===== src/rtl/regfile_pkg.sv =====
// Shared definitions for the register-file writeback arbiter slice:
// register address width, default data width, the x0 address, the arbiter
// state encoding and a small helper that tells whether a destination
// actually writes the register file.
package regfile_pkg;

  localparam int REG_ADDR_W   = 5;
  localparam int XLEN_DEFAULT = 32;
  localparam logic [REG_ADDR_W-1:0] REG_ZERO = 5'd0;

  typedef enum logic {
    ARB_NORMAL = 1'b0,
    ARB_FORCE  = 1'b1
  } arb_state_e;

  // x0 is hardwired to zero, so a write to it is a no-op at the register file.
  function automatic logic rd_writes(input logic [REG_ADDR_W-1:0] rd);
    return rd != REG_ZERO;
  endfunction

endpackage


===== src/rtl/regfile_wb_arbiter_if.sv =====
// Writeback bus between the two requesters (pipeline WB stage on port 0,
// long-latency unit on port 1), the arbiter and the register-file write port.
//   p0_valid/p0_rd/p0_data, p1_valid/p1_rd/p1_data : requests (master drives)
//   p0_ready/p1_ready, p0_stall                      : grants (slave drives)
//   rf_write_enable/rf_write_reg/rf_write_data       : registered RF write
//   grant_src                                        : source of current RF write
// master = requester side, slave = arbiter.
interface regfile_wb_arbiter_if
  import regfile_pkg::*;
#(
  parameter int XLEN = XLEN_DEFAULT
);
  logic                  p0_valid;
  logic                  p0_ready;
  logic [REG_ADDR_W-1:0] p0_rd;
  logic [XLEN-1:0]       p0_data;
  logic                  p1_valid;
  logic                  p1_ready;
  logic [REG_ADDR_W-1:0] p1_rd;
  logic [XLEN-1:0]       p1_data;
  logic                  p0_stall;
  logic                  rf_write_enable;
  logic [REG_ADDR_W-1:0] rf_write_reg;
  logic [XLEN-1:0]       rf_write_data;
  logic                  grant_src;

  modport master (
    output p0_valid, p0_rd, p0_data, p1_valid, p1_rd, p1_data,
    input  p0_ready, p1_ready, p0_stall,
    input  rf_write_enable, rf_write_reg, rf_write_data, grant_src
  );

  modport slave (
    input  p0_valid, p0_rd, p0_data, p1_valid, p1_rd, p1_data,
    output p0_ready, p1_ready, p0_stall,
    output rf_write_enable, rf_write_reg, rf_write_data, grant_src
  );
endinterface


===== src/rtl/regfile_wb_arbiter_bypass_mux.sv =====
// wb_bypass_mux: per-read-port forwarding of the registered writeback that the
// register file has not captured yet. Only exists when WB_BYPASS_EN is defined.
//   rs, rf_rdata                 : read address and raw register-file data
//   wr_en, wr_reg, wr_data       : registered write heading into the RF
//   byp_data                     : forwarded read data (combinational)
`ifdef WB_BYPASS_EN
module wb_bypass_mux
  import regfile_pkg::*;
#(
  parameter int XLEN = XLEN_DEFAULT
) (
  input  logic [REG_ADDR_W-1:0] rs,
  input  logic [XLEN-1:0]       rf_rdata,
  input  logic                  wr_en,
  input  logic [REG_ADDR_W-1:0] wr_reg,
  input  logic [XLEN-1:0]       wr_data,
  output logic [XLEN-1:0]       byp_data
);
  assign byp_data = (wr_en && wr_reg == rs && rd_writes(rs)) ? wr_data : rf_rdata;
endmodule
`endif


===== src/rtl/regfile_wb_arbiter.sv =====
// regfile_wb_arbiter: shares the register file's single write port between the
// in-order WB stage (port 0, fixed priority) and a long-latency unit (port 1).
// Port 1 is forced through for one grant after waiting STARVE_LIMIT cycles.
// The winning write is registered for one cycle before reaching the RF.
//   clk, reset : clock, synchronous active-high reset
//   bus        : regfile_wb_arbiter_if.slave (requests, grants, RF write)
// WB_BYPASS_EN adds rs_a/rs_b, rf_rdata_a/b inputs and byp_data_a/b outputs
// that forward the registered write to two read ports.
module regfile_wb_arbiter
  import regfile_pkg::*;
#(
  parameter int STARVE_LIMIT = 4,
  parameter int XLEN         = XLEN_DEFAULT
) (
  input  logic                  clk,
  input  logic                  reset,
  regfile_wb_arbiter_if.slave   bus
`ifdef WB_BYPASS_EN
  ,
  input  logic [REG_ADDR_W-1:0] rs_a,
  input  logic [REG_ADDR_W-1:0] rs_b,
  input  logic [XLEN-1:0]       rf_rdata_a,
  input  logic [XLEN-1:0]       rf_rdata_b,
  output logic [XLEN-1:0]       byp_data_a,
  output logic [XLEN-1:0]       byp_data_b
`endif
);
  localparam int WAIT_W = $clog2(STARVE_LIMIT + 1);
  localparam logic [WAIT_W-1:0] WAIT_MAX = WAIT_W'(STARVE_LIMIT);

  arb_state_e            state;
  logic [WAIT_W-1:0]     wait_cnt, wait_nxt;
  logic                  p0_rdy, p1_rdy, p0_xfer, p1_xfer;
  logic                  we_q, src_q;
  logic [REG_ADDR_W-1:0] reg_q;
  logic [XLEN-1:0]       data_q;

  // Grants depend only on valid and state, never on rd/data.
  always_comb begin
    if (state == ARB_FORCE) begin
      p0_rdy = 1'b0;
      p1_rdy = bus.p1_valid;
    end else begin
      p0_rdy = bus.p0_valid;
      p1_rdy = bus.p1_valid && !bus.p0_valid;
    end
  end

  assign p0_xfer = bus.p0_valid && p0_rdy;
  assign p1_xfer = bus.p1_valid && p1_rdy;

  // Count of cycles port 1 has been left waiting, including this one.
  always_comb begin
    wait_nxt = wait_cnt;
    if (!bus.p1_valid || p1_xfer) wait_nxt = '0;
    else if (wait_cnt != WAIT_MAX) wait_nxt = wait_cnt + 1'b1;
  end

  always_ff @(posedge clk) begin
    if (reset) begin
      state    <= ARB_NORMAL;
      wait_cnt <= '0;
      we_q     <= 1'b0;
      reg_q    <= '0;
      data_q   <= '0;
      src_q    <= 1'b0;
    end else begin
      wait_cnt <= wait_nxt;
      we_q     <= 1'b0;
      // x0 transfers complete the handshake but never strobe the RF.
      if (p0_xfer) begin
        we_q   <= rd_writes(bus.p0_rd);
        reg_q  <= bus.p0_rd;
        data_q <= bus.p0_data;
        src_q  <= 1'b0;
      end else if (p1_xfer) begin
        we_q   <= rd_writes(bus.p1_rd);
        reg_q  <= bus.p1_rd;
        data_q <= bus.p1_data;
        src_q  <= 1'b1;
      end
      case (state)
        // Enter FORCE on the edge that completes the STARVE_LIMIT-th waiting
        // cycle, so port 1 is granted in the very next cycle.
        ARB_NORMAL: if (wait_nxt == WAIT_MAX) state <= ARB_FORCE;
        // One grant only; a dropped request also releases FORCE.
        ARB_FORCE:  if (p1_xfer || !bus.p1_valid) state <= ARB_NORMAL;
        default:    state <= ARB_NORMAL;
      endcase
    end
  end

  assign bus.p0_ready        = p0_rdy;
  assign bus.p1_ready        = p1_rdy;
  assign bus.p0_stall        = bus.p0_valid && !p0_rdy;
  assign bus.rf_write_enable = we_q;
  assign bus.rf_write_reg    = reg_q;
  assign bus.rf_write_data   = data_q;
  assign bus.grant_src       = src_q;

`ifdef WB_BYPASS_EN
  logic [1:0][REG_ADDR_W-1:0] rs;
  logic [1:0][XLEN-1:0]       rdata, byp;

  assign rs    = {rs_b, rs_a};
  assign rdata = {rf_rdata_b, rf_rdata_a};

  for (genvar g = 0; g < 2; g++) begin : g_byp
    wb_bypass_mux #(.XLEN(XLEN)) u_mux (
      .rs       (rs[g]),
      .rf_rdata (rdata[g]),
      .wr_en    (we_q),
      .wr_reg   (reg_q),
      .wr_data  (data_q),
      .byp_data (byp[g])
    );
  end

  assign byp_data_a = byp[0];
  assign byp_data_b = byp[1];
`endif

endmodule

===== src/flat_wrapper.sv =====
// flat-port wrapper written by rule: the top's interface ports become plain ports
module regfile_wb_arbiter_flat import regfile_pkg::*;
#(
  parameter int STARVE_LIMIT = 4,
  parameter int XLEN         = XLEN_DEFAULT
)
  (clk, reset, bus_p0_valid, bus_p0_rd, bus_p0_data, bus_p1_valid, bus_p1_rd, bus_p1_data, bus_p0_ready, bus_p1_ready, bus_p0_stall, bus_rf_write_enable, bus_rf_write_reg, bus_rf_write_data, bus_grant_src);
  regfile_wb_arbiter_if #(.XLEN(XLEN)) bus_i ();
  input  logic clk;
  input  logic reset;
  input wire logic [$bits(bus_i.p0_valid)-1:0] bus_p0_valid;
  input wire logic [$bits(bus_i.p0_rd)-1:0] bus_p0_rd;
  input wire logic [$bits(bus_i.p0_data)-1:0] bus_p0_data;
  input wire logic [$bits(bus_i.p1_valid)-1:0] bus_p1_valid;
  input wire logic [$bits(bus_i.p1_rd)-1:0] bus_p1_rd;
  input wire logic [$bits(bus_i.p1_data)-1:0] bus_p1_data;
  output wire logic [$bits(bus_i.p0_ready)-1:0] bus_p0_ready;
  output wire logic [$bits(bus_i.p1_ready)-1:0] bus_p1_ready;
  output wire logic [$bits(bus_i.p0_stall)-1:0] bus_p0_stall;
  output wire logic [$bits(bus_i.rf_write_enable)-1:0] bus_rf_write_enable;
  output wire logic [$bits(bus_i.rf_write_reg)-1:0] bus_rf_write_reg;
  output wire logic [$bits(bus_i.rf_write_data)-1:0] bus_rf_write_data;
  output wire logic [$bits(bus_i.grant_src)-1:0] bus_grant_src;
  assign bus_i.p0_valid = bus_p0_valid;
  assign bus_i.p0_rd = bus_p0_rd;
  assign bus_i.p0_data = bus_p0_data;
  assign bus_i.p1_valid = bus_p1_valid;
  assign bus_i.p1_rd = bus_p1_rd;
  assign bus_i.p1_data = bus_p1_data;
  assign bus_p0_ready = bus_i.p0_ready;
  assign bus_p1_ready = bus_i.p1_ready;
  assign bus_p0_stall = bus_i.p0_stall;
  assign bus_rf_write_enable = bus_i.rf_write_enable;
  assign bus_rf_write_reg = bus_i.rf_write_reg;
  assign bus_rf_write_data = bus_i.rf_write_data;
  assign bus_grant_src = bus_i.grant_src;
  regfile_wb_arbiter #(.STARVE_LIMIT(STARVE_LIMIT), .XLEN(XLEN)) u_core (.clk(clk), .reset(reset), .bus(bus_i));
endmodule

===== config.mk =====
export PLATFORM = sky130hd
export DESIGN_NAME = regfile_wb_arbiter_flat
export DESIGN_NICKNAME = d
export VERILOG_FILES = /design/src/rtl/regfile_pkg.sv /design/src/rtl/regfile_wb_arbiter_if.sv /design/src/rtl/regfile_wb_arbiter_bypass_mux.sv /design/src/rtl/regfile_wb_arbiter.sv /design/src/flat_wrapper.sv
export SDC_FILE = /design/constraint.sdc
export NUM_CORES = 1
export LEC_CHECK = 0
export CAP_MARGIN = 5
export CORE_MARGIN = 3
export CORE_UTILIZATION = 35
export CTS_CLUSTER_DIAMETER = 40
export CTS_CLUSTER_SIZE = 20
export DETAILED_ROUTE_END_ITERATION = 8
export PLACE_DENSITY = 0.8
export SYNTH_ARGS = -nofsm -noshare
export SYNTH_HDL_FRONTEND = slang
export SYNTH_SLANG_ARGS = --single-unit

===== constraint.sdc =====
create_clock -name clk -period 1.4 [get_ports clk]
set_clock_uncertainty 0.05 [all_clocks]
set_input_delay 0.28 -clock clk [delete_from_list [all_inputs] [get_ports clk]]
set_output_delay 0.28 -clock clk [all_outputs]
set_load 0.02 [all_outputs]

# After elaboration in Yosys (flattened, before gate mapping)
# Cells that the tools add are included.
# word_totals
output_inout_bits	42
reg_bits	43
# classes
bitwise_logic	1
add_sub_neg	1
eq_ne	2
reduce_logical	12
mux	13
# ops
operator	n
$mux W32	2
$mux W5	2
$reduce_bool A5 Y1	2
$mux W1	6
$mux W3	2
$logic_and A1 B1 Y1	4
$add A3 B1 Y3 const B	1
$eq A3 B3 Y1 const B	1
$logic_not A1 Y1	3
$ne A3 B3 Y1 const B	1
$pmux W1 S2	1
$reduce_bool A2 Y1	1
$reduce_or A2 Y1	1
$logic_or A1 B1 Y1	1
$not A1 Y1	1

# Longest topological paths before layout
# Gate-level depths: netlist of the first run.
# depth
depth_word	9
mapped_depth	6
ltp_nobuf	5

# Worst setup path before layout of the first run
# OpenSTA, ideal clock, no wires.
# synth_timing
path_type	reg2out
start	reg u_core.state
end	out bus_p1_ready
required_ps	1070
t_arrival_ps	1028
setup_slack_ps	42
path_stages_with_launch	6
cell_sequence	dfxtp_1 > nand2b_1 > buf_4 > buf_8 > buf_8 > and2_1
# synth_between
elab_chain_len	1
# synth_rtl
element	line_no	rtl
start, declared	regfile_wb_arbiter.sv:31	arb_state_e state;
start signal, assigned	regfile_wb_arbiter.sv:61	state <= ARB_NORMAL;
start signal, assigned	regfile_wb_arbiter.sv:85	ARB_NORMAL: if (wait_nxt == WAIT_MAX) state <= ARB_FORCE;
start signal, assigned	regfile_wb_arbiter.sv:87	ARB_FORCE: if (p1_xfer || !bus.p1_valid) state <= ARB_NORMAL;
$mux W1	regfile_wb_arbiter.sv:40	if (state == ARB_FORCE) begin
end, declared	flat_wrapper.sv:18	output wire logic [$bits(bus_i.p1_ready)-1:0] bus_p1_ready;
# No other way between the ends.

# Worst setup path after layout of the first run
# Ends and elaborated chain as after synthesis.

==> results.md, run 1 <==
- TritonCTS clock tree: yes
- Prevailing post-synth register cell: dfxtp_1
- Wire per inst: 15.08 µm
- First-pass detailed-route iteration total: 4
- Vias in the first global route: 1954
- Post-synthesis mux area share: 17.19%
- Post-synthesis sequential area ratio: 39.95%
- Max cap viols: 0
- Seq. cell area: 863.3 µm²
- Mapped cell area: 2155 µm²
- Synth Area per Inst: 10.77 µm²
- Seq cells post-synth: 43
- Leak: 1.517 nW
- TritonCTS buffer count: 5
- Max Slew Vio Count: 0
- Clock group share of total power: 25.8%
- Crit-path max FO: 4
- Commonest cells in the netlist: dfxtp_1, nor2_1, a211oi_2, mux2i_1, buf_2
- Antenna cell count: 0
- Compound-Gate Fraction of Synth Area: 23.46%
- RSZ-0062 raised after global routing: yes
- Layout cells sized above 1: 21.98%
- Die H: 84.46 µm
- PD cells: 841.5 nW/µm²
- Die Area: 7133 µm²
- DR iter-0 viols: 49
- Filler-free cell count of the finished design: 395
- CTS clk-pin slew, worst paths: 0.08 ns
- Hold Fails Final Rpt: 0
- Post-route core utilization: 61.39%
- Data required, critical path: 1.07 ns
- Seq pwr share: 45.5%
- Fmax: 731.1 MHz
- Worst setup EP type: output port
- Top post-synthesis cells by area: dfxtp_1, a211oi_2, mux2i_1, nor2_1, buf_4
- # port buffers: 119
- Cell count after synthesis: 200
- Core ar.: 5743 µm²
- Hold buffers post-CTS: 0
- # H-tree levels: 2
- CTS Sinks: 43
- Slew Limit Headroom: 79.72%
- Startpoint types: flop
- Synth Area in Adders: 1.161%
- Total congestion overflow: 0
- NumNets Final: 402
- Top cell type's share of synthesized area: 39.95%
- Post-CTS Setup Bufs: 0
- Multi-input gate area: 1162 µm²
- I/O pin total: 120
- DR DRC count: 0
- Synth Area in Simple Gates: 10.69%
- # setup viols final: 0
- Ys Warns: 0
- Worst hold slack: 0.3383 ns
- Final RePlAce weighted congestion: 0.7006
- Fillers: 544
- Status: finished, final reports clean
- CP top delay family: flip-flops
- GRT Overall Usage: 16.98%
- DR vias/cell: 4.881
- Crit path buffers/inverters: 1
- Die width: 84.46 µm
- CP Class: flop to output port
- Placed insts: 386
- Number of synthesized flops with an enable pin: 0
- Worst VDD drop: 0.5813 mV
- CP max stage delay: 0.32 ns
- Crit path arrival time: 1.04 ns
- Syn Nets: 280
- Via count: 1928
- Fin crit period: 1.368 ns
- Worst hold path class: input port to flop
- FFs w/ async S/R, synth: 0%
- Clock Latency Late Sink: 0.28 ns
- Synth Area in XOR/XNOR: 0.4065%
- Yosys cell types: 25
- Std-Cell Rows: 27
- Slew @ Worst Pin: 0.2957 ns
- Initial antenna violation count: 0
- Crit-path slowest cell: dfxtp_2
- Largest family of logic cells by synthesized area: compound AO/OA/AOI/OAI gates
- Antenna Nets Post-Route: 0
- Sw Share: 28.67%
- Max reg flops: 32
- First-pass GRT wire length: 9901 µm
- Initial Util: 37.52%
- P_int: 2.116 mW
- Logic pwr share: 28.7%
- Detail Placement HPWL: 4209 µm
- Largest net degree at the start of global routing: 37
- Crit path cell chain: nand2b_4, and2_4, buf_6
- Area growth from synthesis to layout: 63.65%
- Clock root cell: clkbuf_8
- Routed WL: 5956 µm
- Fin crit share: 97.70%
- Dominant cell type by area after synthesis: dfxtp_1
- NetSw: 0.8508 mW
- Most numerous cell in the Yosys netlist: dfxtp_1
- Max Buffers Root-to-Sink: 2
[routing by layer]
metal	up-vias	share of wire, %	track usage (%)	wire length [µm]
li1	958	-	-	-
met2	87	47	28.34	2793
met4	0	1.0	4.317	60
met1	877	44	21.65	2623
met5	-	0	0	0
met3	6	8.0	4.809	479
[cells by family after synthesis]
logic type                 after synthesis
xor gates and xnor gates                 1
AOI/OAI and AO/OA                       42
muxes                                   37
DFF                                     43
and+or+nand+nor                         53
buffers and inverters                   22
adders and majority gates                2
[power groups by stage]
stage,registers [mW],clock network (mW),logic (mW)
final,1.35,0.765,0.851
after floorplan,1.49,0,0.331
after CTS,1.35,0.808,0.856
after detailed placement,1.38,0,0.893
after global placement,1.38,0,0.882
after global routing,1.36,0.858,0.909
[timing repair]
item,CTS,global route
pin swaps,0,2
endpoints found under the setup margin,78,4
resized for setup,53,6
gates cloned,1,0
hold endpoints to repair,0,0
[worst reg2reg max path, cell delays in order, from the launching register on]
cell and delay (ns):
dfxtp_2 0.32, nand2b_4 0.16, buf_4 0.17, bufbuf_16 0.34, a211oi_4 0.22
[through the flow]
stage | power (mW) | setup slack, ns | cell area [µm²] | setup TNS [ns]
floorplan | 1.818 | 0.04184 | 2155 | 0
detailed placement | 2.276 | -0.5343 | 3442 | -15.59
finish | 2.967 | 0.03216 | 3526 | 0
CTS | 3.016 | -0.03017 | 3513 | -0.03017
global route | 3.132 | -0.01201 | 3526 | -0.01201
global placement | 2.259 | -0.5366 | 3442 | -14.79
[final timing paths]
path                              from                     endpoint  slack [ns]  depth (start not counted)
setup / recovery          u_core.state                 bus_p1_ready        0.03                          3
hold / removal                   reset                 u_core.state        0.34                          3
setup reg to reg          u_core.state  u_core.bus.rf_write_data[4]        0.06                          4
hold reg to reg   u_core.bus.grant_src         u_core.bus.grant_src        0.44                          2
[cell usage in the layout, fill, tap and decap left out, types with 2 or more instances in the layout]
cell / n
buf_12: 3
clkdlybuf4s50_1: 74
buf_4: 9
mux2i_1: 37
buf_2: 3
nor3_1: 2
dfxtp_1: 41
inv_1: 3
dlygate4sd2_1: 40
dfxtp_2: 2
a211oi_2: 36
o21ai_0: 2
clkbuf_8: 5
nor2_1: 41
ha_1: 2
nand3b_1: 2
or4_1: 2
[layout make-up]
class / instances / area share, %
Clock inverter: 2 / 0.3549
Sequential cell: 43 / 24.49
Multi-Input combinational cell: 135 / 32.97
Inverter: 4 / 0.4258
Timing Repair Buffer: 133 / 37.15
Clock buffer: 6 / 2.058
Tap cell: 72 / 2.555
Power figures use the tool's default switching activity.
==> run 2, diff against run 1 <==
Settings changed: CAP_MARGIN 5 to 15, CTS_CLUSTER_DIAMETER 40 to 60.
==> results of run 2 <==
No change in the layout: final DEF, timing and power equal those of run 1.
==> run 3, diff against run 2 <==
Settings changed: CAP_MARGIN 15 to default.
==> results of run 3 <==
No change in the layout: final DEF, timing and power equal those of run 1.
